File: src/rtl/cmd_frame_decoder.sv
// -----------------------------------------------------------------------------
// cmd_frame_decoder
//
// Parses the 5-byte host command frame  HDR0 HDR1 CTRL VALUE CSUM  arriving
// from the UART receiver and drives the registered control/value command
// buses consumed by the multi-channel splicing top.
// CSUM = (CTRL + VALUE) mod 256.
//
// Ports:
//   clk            system clock (single domain)
//   rst            asynchronous, active-high reset
//   rx_data[7:0]   received byte, qualified by rx_valid
//   rx_valid       one-cycle strobe, one byte per strobe
//   ctrl_command   registered layout/control command
//   value_command  registered value / focus-source command
//   cmd_update     one-cycle pulse when the command outputs are loaded
//   cmd_err        one-cycle pulse when a frame is rejected
//   err_cnt        saturating count of rejected frames
//   busy           high while a frame is in progress (state != S_IDLE)
//
// Optional build macro:
//   CMD_TIMEOUT_EN  adds an inter-byte timeout of TIMEOUT_CYCLES clocks; an
//                   expired partial frame is dropped and counted as an error.
//
// Handshake: rx_valid is a strobe with no back-pressure; every cycle with
// rx_valid=1 consumes exactly one byte, cycles without it never change state
// (except for the optional timeout). cmd_update/cmd_err appear one clock
// after the CSUM byte and are mutually exclusive.
// -----------------------------------------------------------------------------
module cmd_frame_decoder #(
  parameter logic [7:0]  HDR0           = 8'h55,
  parameter logic [7:0]  HDR1           = 8'hAA,
  parameter logic [3:0]  RST_CTRL       = 4'd0,
  parameter logic [3:0]  RST_VALUE      = 4'd1,
  parameter logic [3:0]  FOCUS_CTRL     = 4'd1,
  parameter logic [23:0] TIMEOUT_CYCLES = 24'd5_000_000
) (
  input  logic       clk,
  input  logic       rst,
  input  logic [7:0] rx_data,
  input  logic       rx_valid,
  output logic [3:0] ctrl_command,
  output logic [3:0] value_command,
  output logic       cmd_update,
  output logic       cmd_err,
  output logic [7:0] err_cnt,
  output logic       busy
);

  typedef enum logic [2:0] {
    S_IDLE,
    S_HDR1,
    S_CTRL,
    S_VAL,
    S_CSUM
  } state_t;

  state_t     state, state_nxt;
  logic [7:0] ctrl_reg, ctrl_reg_nxt;
  logic [7:0] val_reg, val_reg_nxt;
  logic [7:0] csum_exp;
  logic       frame_ok;
  logic       load_cmd;
  logic       reject;
  logic       tmo_hit;

  // Frame validity, evaluated against the CSUM byte currently on rx_data.
  assign csum_exp = ctrl_reg + val_reg;

  always_comb begin
    frame_ok = (rx_data == csum_exp) &&
               (ctrl_reg[7:4] == 4'd0) && (val_reg[7:4] == 4'd0);
    // The focus command only accepts the four defined sources.
    if (ctrl_reg[3:0] == FOCUS_CTRL &&
        (val_reg[3:0] < 4'd1 || val_reg[3:0] > 4'd4))
      frame_ok = 1'b0;
  end

`ifdef CMD_TIMEOUT_EN
  logic [23:0] tmo_cnt;

  // A byte in the same cycle always wins over the timeout.
  assign tmo_hit = (state != S_IDLE) && !rx_valid &&
                   (tmo_cnt == TIMEOUT_CYCLES - 24'd1);

  always_ff @(posedge clk or posedge rst) begin
    if (rst)
      tmo_cnt <= 24'd0;
    else if (rx_valid || state == S_IDLE || tmo_hit)
      tmo_cnt <= 24'd0;
    else
      tmo_cnt <= tmo_cnt + 24'd1;
  end
`else
  assign tmo_hit = 1'b0;
`endif

  // Next-state logic.
  always_comb begin
    state_nxt    = state;
    ctrl_reg_nxt = ctrl_reg;
    val_reg_nxt  = val_reg;
    load_cmd     = 1'b0;
    reject       = 1'b0;
    if (rx_valid) begin
      case (state)
        S_IDLE: begin
          if (rx_data == HDR0) state_nxt = S_HDR1;
        end
        S_HDR1: begin
          if (rx_data == HDR1)      state_nxt = S_CTRL;
          else if (rx_data == HDR0) state_nxt = S_HDR1; // resync on repeated HDR0
          else                      state_nxt = S_IDLE;
        end
        S_CTRL: begin
          ctrl_reg_nxt = rx_data;
          state_nxt    = S_VAL;
        end
        S_VAL: begin
          val_reg_nxt = rx_data;
          state_nxt   = S_CSUM;
        end
        S_CSUM: begin
          state_nxt = S_IDLE;
          if (frame_ok) load_cmd = 1'b1;
          else          reject   = 1'b1;
        end
        default: state_nxt = S_IDLE;
      endcase
    end else if (tmo_hit) begin
      state_nxt = S_IDLE;
      reject    = 1'b1;
    end
  end

  always_ff @(posedge clk or posedge rst) begin
    if (rst) begin
      state         <= S_IDLE;
      ctrl_reg      <= 8'd0;
      val_reg       <= 8'd0;
      ctrl_command  <= RST_CTRL;
      value_command <= RST_VALUE;
      cmd_update    <= 1'b0;
      cmd_err       <= 1'b0;
      err_cnt       <= 8'd0;
      busy          <= 1'b0;
    end else begin
      state      <= state_nxt;
      ctrl_reg   <= ctrl_reg_nxt;
      val_reg    <= val_reg_nxt;
      busy       <= (state_nxt != S_IDLE);
      cmd_update <= load_cmd;
      cmd_err    <= reject;
      if (load_cmd) begin
        ctrl_command  <= ctrl_reg[3:0];
        value_command <= val_reg[3:0];
      end
      if (reject && err_cnt != 8'hFF)
        err_cnt <= err_cnt + 8'd1;
    end
  end

endmodule

File: config.mk
export PLATFORM = sky130hd
export DESIGN_NAME = cmd_frame_decoder
export DESIGN_NICKNAME = d
export VERILOG_FILES = /design/src/rtl/cmd_frame_decoder.sv
export SDC_FILE = /design/constraint.sdc
export NUM_CORES = 1
export LEC_CHECK = 0
export BUFFER_PORTS_ARGS = -buffer_cell sky130_fd_sc_hd__clkbuf_2
export CORE_MARGIN = 2
export CORE_UTILIZATION = 56
export DETAILED_ROUTE_END_ITERATION = 10
export GPL_TIMING_DRIVEN = 0
export PLACE_DENSITY = 0.84
export SKIP_CTS_REPAIR_TIMING = 1
export SLEW_MARGIN = 20
export SYNTH_ARGS = -nofsm -noshare
export SYNTH_HDL_FRONTEND = slang
export SYNTH_SLANG_ARGS = --single-unit
File: constraint.sdc
create_clock -name clk -period 3.73 [get_ports clk]
set_clock_uncertainty 0.15 [all_clocks]
set_input_delay 0.746 -clock clk [delete_from_list [all_inputs] [get_ports clk]]
set_output_delay 0.746 -clock clk [all_outputs]
set_load 0.05 [all_outputs]
## Word level (Yosys, flattened, before mapping)

Index checks and enable logic that the tools add are counted.

| storage, ports and cells | value |
|---|---|
| flip-flop bits (word level) | 38 |
| output and inout port bits | 19 |
| word-level logic and storage cells | 45 |
| memories | 0 |
| input port bits | 11 |
| latch bits | 0 |
| memory bits (read-only) | 0 |
| RAM bits | 0 |

| operators by class | value |
|---|---|
| shift-type cells | 0 |
| muxes and demuxes | 12 |
| multipliers | 0 |
| order comparisons | 2 |
| bitwise operators | 0 |
| divide/modulo/power cells | 0 |
| $add $sub $neg | 2 |
| equal/unequal tests | 9 |
| reduce and logical (&&, ||, !) cells | 11 |

Operators with widths:

| kind | number |
|---|---|
| 3-bit one-hot mux with 4 select lines | 1 |
| 8-bit by 1-bit adder with 8-bit output (second input constant) | 1 |
| 8-bit adder | 1 |
| 8-bit by 7-bit == test with 1-bit output (second input constant) | 1 |
| 8-bit == test | 1 |
| 8-bit == test (second input constant) | 1 |
| 4-bit zero test | 2 |
| 1-bit 2-to-1 mux | 8 |
| 8-bit != test (second input constant) | 1 |
| 3-bit by 2-bit == test with 1-bit output (second input constant) | 2 |
| 3-bit 2-to-1 mux | 2 |
| 4-bit by 1-bit == test with 1-bit output (second input constant) | 1 |
| 4-bit by 3-bit > comparator with 1-bit output (second input constant) | 1 |
| 1-bit logical AND | 4 |
| 4-bit by 1-bit less-than comparator with 1-bit output (second input constant) | 1 |
| 2-bit AND reduction | 2 |
| 3-bit by 1-bit == test with 1-bit output (second input constant) | 1 |
| 3-bit == test (second input constant) | 1 |
| 3-bit zero test | 1 |
| 3-bit nonzero test | 1 |
| 2-bit 2-to-1 mux | 1 |
| 1-bit logical OR | 1 |

## Longest topological paths before layout

Gate-level depths: netlist of the first run.

| depth | value |
|---|---|
| word-level depth | 9 |
| gate-level depth with buffers | 10 |
| mapped depth without buffers | 9 |

## Worst setup path after synthesis of the first run

No wires, ideal clock.

| timing | value |
|---|---|
| path type | register to register |
| start | reg ctrl_reg[0] |
| end | reg ctrl_command[0] |
| stages on the path, launching flop included | 10 |
| path buffers | 1 |
| data arrival time | 2.755 ns |
| setup slack | 0.700 ns |
| period minus slack after synthesis | 3.030 ns |
| cell sequence | dfrtp_1 -> ha_1 -> fa_1 -> xnor2_1 -> nand4_1 -> or3_4 -> nor4_4 -> and4_1 -> buf_6 -> mux2_4 |

| between the ends | value |
|---|---|
| longest elaborated chain between the ends | 8 |

RTL lines:

| element | RTL line | source |
|---|---|---|
| start: declaration | 59 | `logic [7:0] ctrl_reg, ctrl_reg_nxt;` |
| start signal: assignment | 149 | `ctrl_reg <= ctrl_reg_nxt;` |
| 8-bit adder | 68 | `assign csum_exp = ctrl_reg + val_reg;` |
| 8-bit == test | 71 | `frame_ok = (rx_data == csum_exp) &&` |
| 1-bit logical AND | 71 |  |
| 1-bit logical AND | 72 | `(ctrl_reg[7:4] == 4'd0) && (val_reg[7:4] == 4'd0);` |
| 1-bit 2-to-1 mux * | 74 | `if (ctrl_reg[3:0] == FOCUS_CTRL &&` |
| 1-bit 2-to-1 mux * | 125 | `if (frame_ok) load_cmd = 1'b1;` |
| 1-bit 2-to-1 mux * | 106 | `case (state)` |
| 1-bit 2-to-1 mux * | 105 | `if (rx_valid) begin` |
| via load_cmd | 63 | `logic load_cmd;` |
| end signal: assignment | 155 | `ctrl_command <= ctrl_reg[3:0];` |
| end: declaration | 42 | `output logic [3:0] ctrl_command,` |

Mark *: on every way through the listed nets, which the timed path passes. The rest lies on a longest branch.
A chain may end at the register's enable or synchronous reset.

## Worst setup path in the final report of the first run

| timing | value |
|---|---|
| start | reg ctrl_reg[0] |
| end | reg ctrl_command[3] |

Same word-level chain as after synthesis.

==> load_flow_metrics.sql, run 1 <==
INSERT INTO impl_metrics (metric_group, metric, value, unit) VALUES
('status', 'status', 'complete, no violations', ''),
('die', 'width_of_the_die', '64.55', 'um'),
('drt', 'number_of_drc_markers_after_the_initial_detailed_route_iteration', '57', ''),
('die', 'chipHeight', '64.55', 'um'),
('die', 'area_enclosed_by_the_die_boundary', '0.004167', 'sq mm'),
('placement', 'io_port_bufs', '29', ''),
('setup_path', 'critical_path_peak_fanout', '9', ''),
('power_and_ir_drop', 'maximum_vdd_drop', '0.3773', 'mV'),
('drt', 'detail_route.wl_per_cell', '15.77', 'um'),
('flow_run', 'maxCapViolCount', '0', ''),
('setup_path', 'cp-end-kind', 'register', ''),
('die', 'fp.coreArea', '0.003416', 'sq mm'),
('clocking', 'cts_root_buf', 'sky130_fd_sc_hd__clkbuf_4', ''),
('clocking', 'worst_setup_hold_path_clk_slew', '110', 'ps'),
('placement', 'finalWeightedCongestion', '0.8296', ''),
('power_and_ir_drop', 'p_per_area', '601.4', 'mW/mm^2'),
('timing', 'setup-tns-final', '0', 'ps'),
('die', 'initial_core_util', '60.11', '%'),
('clocking', 'total_cts_buffers', '5', ''),
('setup_path', 'r2r-end', 'ctrl_command[3]$_DFFE_PP0P_', ''),
('yosys', 'synthesis.instances', '167', ''),
('finish', 'area_delta_synth_final', '13.65', '%'),
('timing', 'finalWorstPathRequiredPeriod', '3337', 'ps'),
('drt', 'route.final.wire_length', '3.942', 'mm'),
('yosys', 'synthTopCellsByArea', 'sky130_fd_sc_hd__dfrtp_1 45%, sky130_fd_sc_hd__mux2_2 11%, sky130_fd_sc_hd__mux2_4 5.9%', ''),
('global_routing', 'grt_first_pass_wirelength', '6.858', 'mm'),
('global_routing', 'grt_antenna_before_repair', '0', ''),
('setup_path', 'worst_setup_slack_for_register_to_register_paths', '390', 'ps'),
('hold_path', 'min_path_type', 'in -> async', ''),
('setup_path', 'crit_path_category', 'reg -> reg', ''),
('global_routing', 'track_usage', '21.38', '%'),
('finish', 'fillerInstances', '262', ''),
('timing', 'worst_slew_margin_rel', '48.54', '%'),
('timing', 'rsz_0062_raised_after_global_routing', 'no', ''),
('drt', 'avgViaCountPerCell', '5.752', ''),
('setup_path', 'worst_path_max_delay_cell', 'sky130_fd_sc_hd__fa_1', ''),
('finish', 'area.sequential', '952.2', 'sq um'),
('drt', 'vias', '1438', ''),
('yosys', 'avgSynthCellArea', '12.29', 'sq um'),
('die', 'ios', '30', ''),
('timing', 'final-hold-violation-count', '0', ''),
('clocking', 'tritoncts', 'built', ''),
('die', 'std_cell_rows', '21', ''),
('timing', 'finalCritPeriodShare', '89.45', '%'),
('timing', 'worst-slew-pin-transition', '770.8', 'ps'),
('power_and_ir_drop', 'overall_power_consumption', '1.403', 'mW'),
('finish', 'antennaDiodeCount', '0', ''),
('yosys', 'syn-cell-area', '0.002053', 'sq mm'),
('setup_path', 'slowest_delay', '510', 'ps'),
('yosys', 'synth_top_area_cell', 'sky130_fd_sc_hd__dfrtp_1', ''),
('global_routing', 'grt_max_degree', '39', ''),
('timing', 'max_freq', '0.2997', 'GHz'),
('finish', 'drive_gt1_share', '35.78', '%'),
('yosys', 'yosysWarningCount', '0', ''),
('clocking', 'cts_max_path_buffers', '2', ''),
('yosys', 'synth_nets', '187', ''),
('setup_path', 'rr_worst_depth', '9', ''),
('setup_path', 'crit_arrival', '3440', 'ps'),
('global_routing', 'grt_remaining_overflow', '0', ''),
('clocking', 'htree_levels', '2', ''),
('setup_path', 'path_cells', 'ha_1 > fa_1 > xnor2_1 > nand4_1 > or3_4 > nor4_4 > and4_1 > buf_6 > mux2_4', ''),
('timing', 'drv_slew', '0', ''),
('clocking', 'cts.sinks', '38', ''),
('drt', 'route.antenna.remaining_nets', '0', ''),
('placement', 'place.detailed.hpwl', '2.932', 'mm'),
('power_and_ir_drop', 'p_leak', '1.156', 'nW'),
('finish', 'multiInputGateArea', '0.001075', 'sq mm'),
('setup_path', 'startpoint_type', 'register', ''),
('yosys', 'synth_cell_type_count', '42', ''),
('yosys', 'synth-seq-cells', '38', ''),
('timing', 'finalSetupViolCount', '0', ''),
('drt', 'firstDrtPassIters', '4', ''),
('clocking', 'worst_skew_pair.late_latency', '360', 'ps'),
('yosys', 'synth.top_cell.area_share', '45.09', '%'),
('setup_path', 'r2r_start', 'ctrl_reg[0]$_DFFE_PP0P_', ''),
('drt', 'drc', '0', ''),
('finish', 'layout.nets', '223', ''),
('yosys', 'synth-seq-area-share', '46.37', '%'),
('setup_path', 'worst_ep_required_time', '3830', 'ps'),
('global_routing', 'grt_pass1_vias', '1500', '');
## per-layer routing
| layer | track usage, % | wire (um) | vias up |
|---|---|---|---|
| li1 | - | - | 689 |
| met1 | 25.63 | 1725 | 696 |
| met2 | 36.46 | 1950 | 46 |
| met3 | 6.076 | 206 | 7 |
| met4 | 8.245 | 60 | 0 |
| met5 | 0 | 0 | - |
## stage by stage
| stage | hold WS (ps) | instance area (sq um) | std cells | utilization [%] | setup WS [ps] |
|---|---|---|---|---|---|
| after floorplan | 357.7 | 2053 | 167 | - | 700.3 |
| after global placement | 324.1 | 2256 | 242 | 66.04 | 464.4 |
| after detailed placement | 344.9 | 2256 | 242 | 66.04 | 402.5 |
| after CTS | 356.4 | 2333 | 250 | 68.32 | 381.6 |
| after global routing | 378.3 | 2333 | 250 | 68.32 | 209.8 |
| final | 347.2 | 2333 | 250 | 68.32 | 393.5 |
## cells in the mapped netlist
cell type	n
sky130_fd_sc_hd__o21a_1	1
sky130_fd_sc_hd__dfrtp_1	37
sky130_fd_sc_hd__nand4bb_1	1
sky130_fd_sc_hd__and3_1	3
sky130_fd_sc_hd__mux2_2	20
sky130_fd_sc_hd__nand3_1	7
sky130_fd_sc_hd__nand2b_1	1
sky130_fd_sc_hd__a311o_1	1
sky130_fd_sc_hd__nor4_1	6
sky130_fd_sc_hd__nor4bb_1	1
sky130_fd_sc_hd__mux2_4	8
sky130_fd_sc_hd__or3_1	1
sky130_fd_sc_hd__buf_6	1
sky130_fd_sc_hd__nor2b_1	1
sky130_fd_sc_hd__nand3b_1	1
sky130_fd_sc_hd__o211a_1	1
sky130_fd_sc_hd__clkbuf_1	1
sky130_fd_sc_hd__inv_1	3
sky130_fd_sc_hd__nand2_1	5
sky130_fd_sc_hd__xnor2_1	10
sky130_fd_sc_hd__nor4_4	1
sky130_fd_sc_hd__nor3_1	4
sky130_fd_sc_hd__fa_1	1
sky130_fd_sc_hd__a211oi_1	1
sky130_fd_sc_hd__or3_2	1
sky130_fd_sc_hd__or3_4	1
sky130_fd_sc_hd__a21o_1	2
sky130_fd_sc_hd__dfstp_2	1
sky130_fd_sc_hd__nand4_1	3
sky130_fd_sc_hd__nor3b_1	1
sky130_fd_sc_hd__nand4b_1	1
sky130_fd_sc_hd__nor2_1	8
sky130_fd_sc_hd__and2_1	1
sky130_fd_sc_hd__a21oi_2	1
sky130_fd_sc_hd__a21oi_1	3
sky130_fd_sc_hd__and4_1	2
sky130_fd_sc_hd__xor2_2	1
sky130_fd_sc_hd__o21ai_0	4
sky130_fd_sc_hd__nor4b_1	3
sky130_fd_sc_hd__ha_1	8
sky130_fd_sc_hd__a211o_1	1
sky130_fd_sc_hd__xor2_1	8
## how the worst max path moves through the flow
stage                       startpoint                      endpoint  slack [ps]
2_1_floorplan  ctrl_reg[0]$_DFFE_PP0P_   ctrl_command[0]$_DFFE_PP0P_         700
4_1_cts        ctrl_reg[0]$_DFFE_PP0P_   ctrl_command[3]$_DFFE_PP0P_         380
3_5_place_dp   ctrl_reg[0]$_DFFE_PP0P_   ctrl_command[3]$_DFFE_PP0P_         400
5_1_grt        ctrl_reg[0]$_DFFE_PP0P_  value_command[3]$_DFFE_PP0P_         210
6_report       ctrl_reg[0]$_DFFE_PP0P_   ctrl_command[3]$_DFFE_PP0P_         390
3_3_place_gp   ctrl_reg[0]$_DFFE_PP0P_   ctrl_command[2]$_DFFE_PP0P_         460
## kinds of logic after synthesis
logic type | count (synthesis) | share of synthesized area, %
compound gates | 15 | 4.997
xor+xnor | 19 | 8.471
fa+ha+maj | 9 | 5.850
buf+inv | 5 | 1.279
flops | 38 | 46.37
mux | 28 | 16.82
simple gates | 53 | 16.21
## power breakdown
| group | switching (mW) | internal, mW |
|---|---|---|
| registers | 0.0926 | 0.492 |
| clock network | 0.138 | 0.139 |
| logic | 0.294 | 0.248 |
## worst max-delay path, delay by kind of cell, from the launching register on
kind          cells  cell delay, ps
xor+xnor          1             120
fa+ha+maj         2             750
buf+inv           1             170
flops             1             430
mux               1             310
simple gates      4            1280
## cell usage in the layout (no fill, tap or decap), drive strengths merged, types with 2 or more instances in the layout
master,synthesis,layout
o21ai,4,4
mux2,28,28
nand3,7,7
clkbuf,1,35
xor2,9,9
nor3,4,4
nor4b,3,3
dfrtp,37,37
inv,3,3
nand4,3,3
a21o,2,2
xnor2,10,10
and3,3,3
and4,2,2
nand2,5,5
ha,8,8
or3,3,3
clkinv,0,2
nor2,8,8
a21oi,4,4
nor4,7,7
## final cells by class
class / count / share of cell area [%]
Buffer: 2 / 0.6434
Clock buffer: 5 / 1.609
Clock inverter: 3 / 1.716
Inverter: 3 / 0.4826
Multi-Input combinational cell: 124 / 46.06
Sequential cell: 38 / 40.80
Tap cell: 46 / 2.466
Timing Repair Buffer: 29 / 6.220
Note: power is estimated with default switching activity, not from simulation.
==> run 2, diff against run 1 <==
--- a/config.mk
+++ b/config.mk
@@ -5,12 +5,12 @@
 export SDC_FILE = /design/constraint.sdc
 export NUM_CORES = 1
 export LEC_CHECK = 0
-export BUFFER_PORTS_ARGS = -buffer_cell sky130_fd_sc_hd__clkbuf_2
+export BUFFER_PORTS_ARGS = -buffer_cell sky130_fd_sc_hd__buf_2
 export CORE_MARGIN = 2
-export CORE_UTILIZATION = 56
+export CORE_UTILIZATION = 35
 export DETAILED_ROUTE_END_ITERATION = 10
 export GPL_TIMING_DRIVEN = 0
-export PLACE_DENSITY = 0.84
+export PLACE_DENSITY = 0.59
 export SKIP_CTS_REPAIR_TIMING = 1
 export SLEW_MARGIN = 20
 export SYNTH_ARGS = -nofsm -noshare
==> constraint.sdc (replaced) <==
create_clock -name clk -period 3.2 [get_ports clk]
set_clock_uncertainty 0.15 [all_clocks]
set_input_delay 0.64 -clock clk [delete_from_list [all_inputs] [get_ports clk]]
set_output_delay 0.64 -clock clk [all_outputs]
set_load 0.05 [all_outputs]
==> run 2 against run 1 <==
- combinational power increased by 23%
- setup slack got worse by 270 ps
- fmax is 8.4% higher
- global-route usage is 8.1 points lower
- via count is 3.0% lower
==> load_flow_metrics.sql, run 2 (same netlist as run 1, synthesis figures left out) <==
INSERT INTO impl_metrics (metric_group, metric, value, unit) VALUES
('setup_path', 'critical_path_peak_fanout', '5', ''),
('timing', 'drv_slew', '0', ''),
('setup_path', 'worst_ep_required_time', '3220', 'ps'),
('setup_path', 'cp-end-kind', 'register', ''),
('drt', 'detail_route.wl_per_cell', '13.94', 'um'),
('die', 'width_of_the_die', '80.59', 'um'),
('clocking', 'worst_skew_pair.late_latency', '290', 'ps'),
('finish', 'mostFrequentLayoutCell', 'sky130_fd_sc_hd__dfrtp_1', ''),
('die', 'ios', '30', ''),
('timing', 'rsz_0062_raised_after_global_routing', 'yes', ''),
('timing', 'final-hold-violation-count', '0', ''),
('status', 'status', 'complete, no violations', ''),
('finish', 'antennaDiodeCount', '0', ''),
('die', 'initial_core_util', '36.84', '%'),
('clocking', 'cts.sinks', '38', ''),
('placement', 'place_ws', '-133.4', 'ps'),
('placement', 'io_port_bufs', '29', ''),
('timing', 'finalWorstPathRequiredPeriod', '3078', 'ps'),
('finish', 'layout.nets', '228', ''),
('finish', 'fillerInstances', '545', ''),
('drt', 'firstDrtPassIters', '4', ''),
('timing', 'worst_slew_margin_rel', '65.10', '%'),
('placement', 'place.detailed.hpwl', '3.004', 'mm'),
('placement', 'finalWeightedCongestion', '0.7678', ''),
('global_routing', 'grt_pass1_vias', '1359', ''),
('timing', 'worst-slew-pin-transition', '523.5', 'ps'),
('clocking', 'total_cts_buffers', '5', ''),
('drt', 'route.antenna.remaining_nets', '0', ''),
('clocking', 'worst_setup_hold_path_clk_slew', '80', 'ps'),
('global_routing', 'grt_antenna_before_repair', '0', ''),
('clocking', 'cts_max_path_buffers', '2', ''),
('drt', 'avgViaCountPerCell', '4.964', ''),
('power_and_ir_drop', 'p_leak', '1.211', 'nW'),
('finish', 'drive_gt1_share', '38.76', '%'),
('flow_run', 'maxCapViolCount', '0', ''),
('hold_path', 'min_path_type', 'in -> async', ''),
('global_routing', 'met1_usage', '18.75', '%'),
('global_routing', 'grt_remaining_overflow', '0', ''),
('global_routing', 'grt.met3_usage', '3.820', '%'),
('timing', 'finalCritPeriodShare', '96.19', '%'),
('timing', 'finalSetupViolCount', '0', ''),
('die', 'area_enclosed_by_the_die_boundary', '0.006495', 'sq mm'),
('clocking', 'htree_levels', '2', ''),
('clocking', 'tritoncts', 'built', ''),
('timing', 'final_critical_path_setup_slack', '122.1', 'ps'),
('drt', 'vias', '1395', ''),
('global_routing', 'track_usage', '13.32', '%'),
('die', 'fp.coreArea', '0.005574', 'sq mm'),
('setup_path', 'crit_arrival', '3100', 'ps'),
('power_and_ir_drop', 'overall_power_consumption', '1.682', 'mW'),
('finish', 'layout.cells.most_common_list', '37 x sky130_fd_sc_hd__dfrtp_1, 29 x sky130_fd_sc_hd__buf_2, 20 x sky130_fd_sc_hd__mux2_2', ''),
('power_and_ir_drop', 'maximum_vdd_drop', '0.2485', 'mV'),
('drt', 'route.final.wire_length', '3.916', 'mm'),
('drt', 'drc', '0', ''),
('global_routing', 'grt_first_pass_wirelength', '6.555', 'mm'),
('clocking', 'cts_root_buf', 'sky130_fd_sc_hd__clkbuf_8', ''),
('global_routing', 'top_usage_layer', 'met2', ''),
('power_and_ir_drop', 'p_per_area', '682.9', 'mW/mm^2'),
('die', 'std_cell_rows', '27', ''),
('timing', 'fin_worst_hold_slack', '191.1', 'ps'),
('timing', 'max_freq', '0.3249', 'GHz'),
('die', 'chipHeight', '80.59', 'um'),
('setup_path', 'crit_path_category', 'reg -> reg', ''),
('timing', 'setup-tns-final', '0', 'ps'),
('setup_path', 'startpoint_type', 'register', ''),
('drt', 'number_of_drc_markers_after_the_initial_detailed_route_iteration', '54', ''),
('finish', 'area_delta_synth_final', '19.99', '%'),
('global_routing', 'grt_use_met2', '20.25', '%'),
('global_routing', 'grt_max_degree', '21', '');
## run 2: changes by cell type in the layout (fill, tap and decap cells not counted), sizes merged
cell,change
clkinv,-1
clkinvlp,+1
buf,+34
bufinv,-1
clkbuf,-28
## run 2: final cells by class
class | instances | area, sq um | share of cell area (%)
Multi-Input combinational cell | 124 | 1097 | 44.54
Clock buffer | 6 | 82.58 | 3.352
Tap cell | 72 | 90.09 | 3.657
Buffer | 2 | 15.01 | 0.6094
Clock inverter | 2 | 12.51 | 0.5079
Timing Repair Buffer | 34 | 202.7 | 8.228
Sequential cell | 38 | 952.2 | 38.65
Inverter | 3 | 11.26 | 0.4571
## run 2: worst paths after layout
kind / from / to / slack (ps) / depth (start not counted)
setup / recovery: val_reg[0]$_DFFE_PP0P_ / value_command[2]$_DFFE_PP0P_ / 120 / 9
hold / removal: rst / cmd_err$_DFF_PP0_ / 190 / 2
setup reg to reg: val_reg[0]$_DFFE_PP0P_ / value_command[2]$_DFFE_PP0P_ / 120 / 9
hold reg to reg: err_cnt[4]$_DFFE_PP0P_ / err_cnt[4]$_DFFE_PP0P_ / 350 / 1
max in group asynchronous: rst / value_command[0]$_DFFE_PP1P_ / 2190 / 3
min in group clk: err_cnt[4]$_DFFE_PP0P_ / err_cnt[4]$_DFFE_PP0P_ / 350 / 1
## run 2: per-stage QoR
stage / utilization (%) / cells / area [sq um]
2_1_floorplan: - / 167 / 2053
3_3_place_gp: 41.06 / 268 / 2288
3_5_place_dp: 41.55 / 269 / 2316
4_1_cts: 43.25 / 277 / 2411
5_1_grt: 44.20 / 281 / 2464
6_report: 44.20 / 281 / 2464
## run 2: layer usage
layer / routed length, um / vias to the layer above / part of all wire (%)
met4: 39 / 0 / 1.0
met2: 1784 / 26 / 46
li1: - / 699 / -
met1: 1931 / 664 / 49
met5: 0 / - / 0
met3: 160 / 6 / 4.1
## run 2: worst max-delay path, cell delays in order (launching register included)
cell and delay [ps]:
sky130_fd_sc_hd__dfrtp_1 420, sky130_fd_sc_hd__ha_4 180, sky130_fd_sc_hd__fa_1 580, sky130_fd_sc_hd__xnor2_2 120, sky130_fd_sc_hd__nand4_1 100, sky130_fd_sc_hd__or3_4 390
sky130_fd_sc_hd__nor4_4 300, sky130_fd_sc_hd__and4_4 270, sky130_fd_sc_hd__buf_6 130, sky130_fd_sc_hd__mux2_4 300
## run 2: power by group
part           internal (mW)  switching [mW]  leakage, nW
logic                  0.318           0.346        0.656
clock network          0.173           0.171       0.0472
registers              0.574           0.100        0.508
total                   1.06           0.617         1.21
==> run 3, diff against run 2 <==
--- a/config.mk
+++ b/config.mk
@@ -11,6 +11,7 @@
 export DETAILED_ROUTE_END_ITERATION = 10
 export GPL_TIMING_DRIVEN = 0
 export PLACE_DENSITY = 0.59
+export RECOVER_POWER = 100
 export SKIP_CTS_REPAIR_TIMING = 1
 export SLEW_MARGIN = 20
 export SYNTH_ARGS = -nofsm -noshare
==> constraint.sdc (replaced) <==
create_clock -name clk -period 2.9 [get_ports clk]
set_clock_uncertainty 0.15 [all_clocks]
set_input_delay 0.58 -clock clk [delete_from_list [all_inputs] [get_ports clk]]
set_output_delay 0.58 -clock clk [all_outputs]
set_load 0.05 [all_outputs]
==> run 3 against run 2 <==
- the flow now finishes with violations (negative setup slack)
- largest power group unchanged
- die area is the same
- critical path depth did not move
- design area grew 1.2%
- global-route usage up 0.12 points
- first-iteration DRC count fell by 44%
- power is 18% higher
- final cell count increased by 1.4%
==> load_flow_metrics.sql, run 3 (same netlist as run 1, synthesis figures left out) <==
INSERT INTO impl_metrics (metric_group, metric, value, unit) VALUES
('power_and_ir_drop', 'overall_power_consumption', '1.986', 'mW'),
('clocking', 'total_cts_buffers', '5', ''),
('timing', 'finalSetupViolCount', '8', ''),
('timing', 'finalCritPeriodShare', '102.9', '%'),
('power_and_ir_drop', 'p_leak', '1.160', 'nW'),
('finish', 'antennaDiodeCount', '0', ''),
('setup_path', 'worst_ep_required_time', '2920', 'ps'),
('die', 'area_enclosed_by_the_die_boundary', '0.006495', 'sq mm'),
('timing', 'final_critical_path_setup_slack', '-83.66', 'ps'),
('finish', 'post-route-cell-area', '0.002492', 'sq mm'),
('status', 'violations', 'negative setup slack', ''),
('setup_path', 'startpoint_type', 'register', ''),
('finish', 'area.sequential', '952.2', 'sq um'),
('finish', 'layout.cells.most_common_list', '37 x sky130_fd_sc_hd__dfrtp_1, 22 x sky130_fd_sc_hd__clkbuf_1, 18 x sky130_fd_sc_hd__mux2_2', ''),
('global_routing', 'track_usage', '13.44', '%'),
('power_and_ir_drop', 'maximum_vdd_drop', '0.3250', 'mV'),
('drt', 'route.antenna.remaining_nets', '0', ''),
('drt', 'drc', '0', ''),
('timing', 'rsz_0062_raised_after_global_routing', 'yes', ''),
('drt', 'route.final.wire_length', '4.030', 'mm'),
('timing', 'final-hold-violation-count', '0', ''),
('die', 'width_of_the_die', '80.59', 'um'),
('finish', 'layout.nets', '232', ''),
('timing', 'finalWorstPathRequiredPeriod', '2984', 'ps'),
('clocking', 'worst_skew_pair.late_latency', '280', 'ps'),
('placement', 'finalWeightedCongestion', '0.7885', ''),
('global_routing', 'grt_first_pass_wirelength', '6.679', 'mm'),
('placement', 'place.detailed.hpwl', '2.996', 'mm'),
('finish', 'drive_gt1_share', '29.11', '%'),
('power_and_ir_drop', 'p_per_area', '796.7', 'mW/mm^2'),
('timing', 'worst-slew-pin-transition', '1474', 'ps'),
('global_routing', 'grt_remaining_overflow', '0', ''),
('placement', 'placed_cells_incl_taps', '269', ''),
('drt', 'avgViaCountPerCell', '4.961', ''),
('die', 'initial_core_util', '36.84', '%'),
('finish', 'multiInputGateArea', '0.001094', 'sq mm'),
('finish', 'fillerInstances', '544', ''),
('finish', 'mostFrequentLayoutCell', 'sky130_fd_sc_hd__dfrtp_1', ''),
('finish', 'final_util', '44.71', '%'),
('global_routing', 'grt_antenna_before_repair', '0', ''),
('clocking', 'htree_levels', '2', ''),
('timing', 'max_freq', '0.3352', 'GHz'),
('die', 'chipHeight', '80.59', 'um'),
('clocking', 'cts_root_buf', 'sky130_fd_sc_hd__clkbuf_8', ''),
('finish', 'area_delta_synth_final', '21.39', '%'),
('drt', 'firstDrtPassIters', '4', ''),
('placement', 'post_dp_cell_area', '0.002311', 'sq mm'),
('status', 'status', 'finished with violations', ''),
('timing', 'worst_slew_margin_rel', '1.726', '%'),
('global_routing', 'grt_pass1_vias', '1424', ''),
('drt', 'number_of_drc_markers_after_the_initial_detailed_route_iteration', '30', ''),
('placement', 'place_ws', '-394.1', 'ps'),
('die', 'std_cell_rows', '27', ''),
('clocking', 'cts_max_path_buffers', '2', ''),
('timing', 'setup-tns-final', '-601.5', 'ps'),
('hold_path', 'min_path_type', 'in -> async', ''),
('placement', 'io_port_bufs', '29', ''),
('clocking', 'tritoncts', 'built', ''),
('setup_path', 'crit_path_category', 'reg -> reg', ''),
('timing', 'drv_slew', '0', ''),
('timing', 'fin_worst_hold_slack', '107.7', 'ps'),
('clocking', 'worst_setup_hold_path_clk_slew', '80', 'ps'),
('setup_path', 'cp-end-kind', 'register', ''),
('setup_path', 'critical_path_peak_fanout', '5', ''),
('die', 'ios', '30', ''),
('global_routing', 'grt_max_degree', '29', ''),
('clocking', 'cts.sinks', '38', ''),
('setup_path', 'crit_arrival', '3010', 'ps'),
('flow_run', 'maxCapViolCount', '0', ''),
('finish', 'stdcell_count', '285', ''),
('drt', 'detail_route.wl_per_cell', '14.14', 'um'),
('drt', 'vias', '1414', ''),
('die', 'fp.coreArea', '0.005574', 'sq mm'),
('setup_path', 'rr_worst_depth', '9', '');
## run 3: path summary, 6_finish.rpt
kind                                          from                          end  slack, ps
max                        ctrl_reg[0]$_DFFE_PP0P_  ctrl_command[3]$_DFFE_PP0P_        -80
max reg2reg                ctrl_reg[0]$_DFFE_PP0P_  ctrl_command[3]$_DFFE_PP0P_        -80
max in group asynchronous                      rst       val_reg[5]$_DFFE_PP0P_        790
min in group clk            err_cnt[4]$_DFFE_PP0P_       err_cnt[4]$_DFFE_PP0P_        350
min                                            rst         cmd_update$_DFF_PP0_        110
min reg2reg                 err_cnt[4]$_DFFE_PP0P_       err_cnt[4]$_DFFE_PP0P_        350
## run 3: critical path, stage by stage (launching register included)
cell and delay (ps):
sky130_fd_sc_hd__dfrtp_1 410, sky130_fd_sc_hd__ha_2 200, sky130_fd_sc_hd__fa_1 500, sky130_fd_sc_hd__xnor2_1 130, sky130_fd_sc_hd__nand4_1 100, sky130_fd_sc_hd__or3_4 350
sky130_fd_sc_hd__nor4_4 300, sky130_fd_sc_hd__and4_4 290, sky130_fd_sc_hd__buf_6 130, sky130_fd_sc_hd__mux2_4 300
## run 3: where the power goes
group	total (mW)	internal (mW)	switching, mW
Sequential	0.739	0.634	0.106
Combinational	0.702	0.330	0.372
Clock	0.545	0.367	0.178
## run 3: routing by layer
| metal | global-route usage (%) | share of wire, % |
|---|---|---|
| met5 | 0 | 0 |
| met3 | 3.483 | 3.9 |
| met4 | 4.576 | 1.4 |
| met2 | 22.67 | 47 |
| met1 | 16.60 | 48 |
## run 3: final cells by class
| cell class | count | area share [%] |
|---|---|---|
| Multi-Input combinational cell | 124 | 43.88 |
| Sequential cell | 38 | 38.20 |
| Timing Repair Buffer | 38 | 7.530 |
| Tap cell | 72 | 3.614 |
| Clock buffer | 6 | 3.313 |
| Clock inverter | 2 | 2.410 |
| Buffer | 2 | 0.6024 |
| Inverter | 3 | 0.4518 |
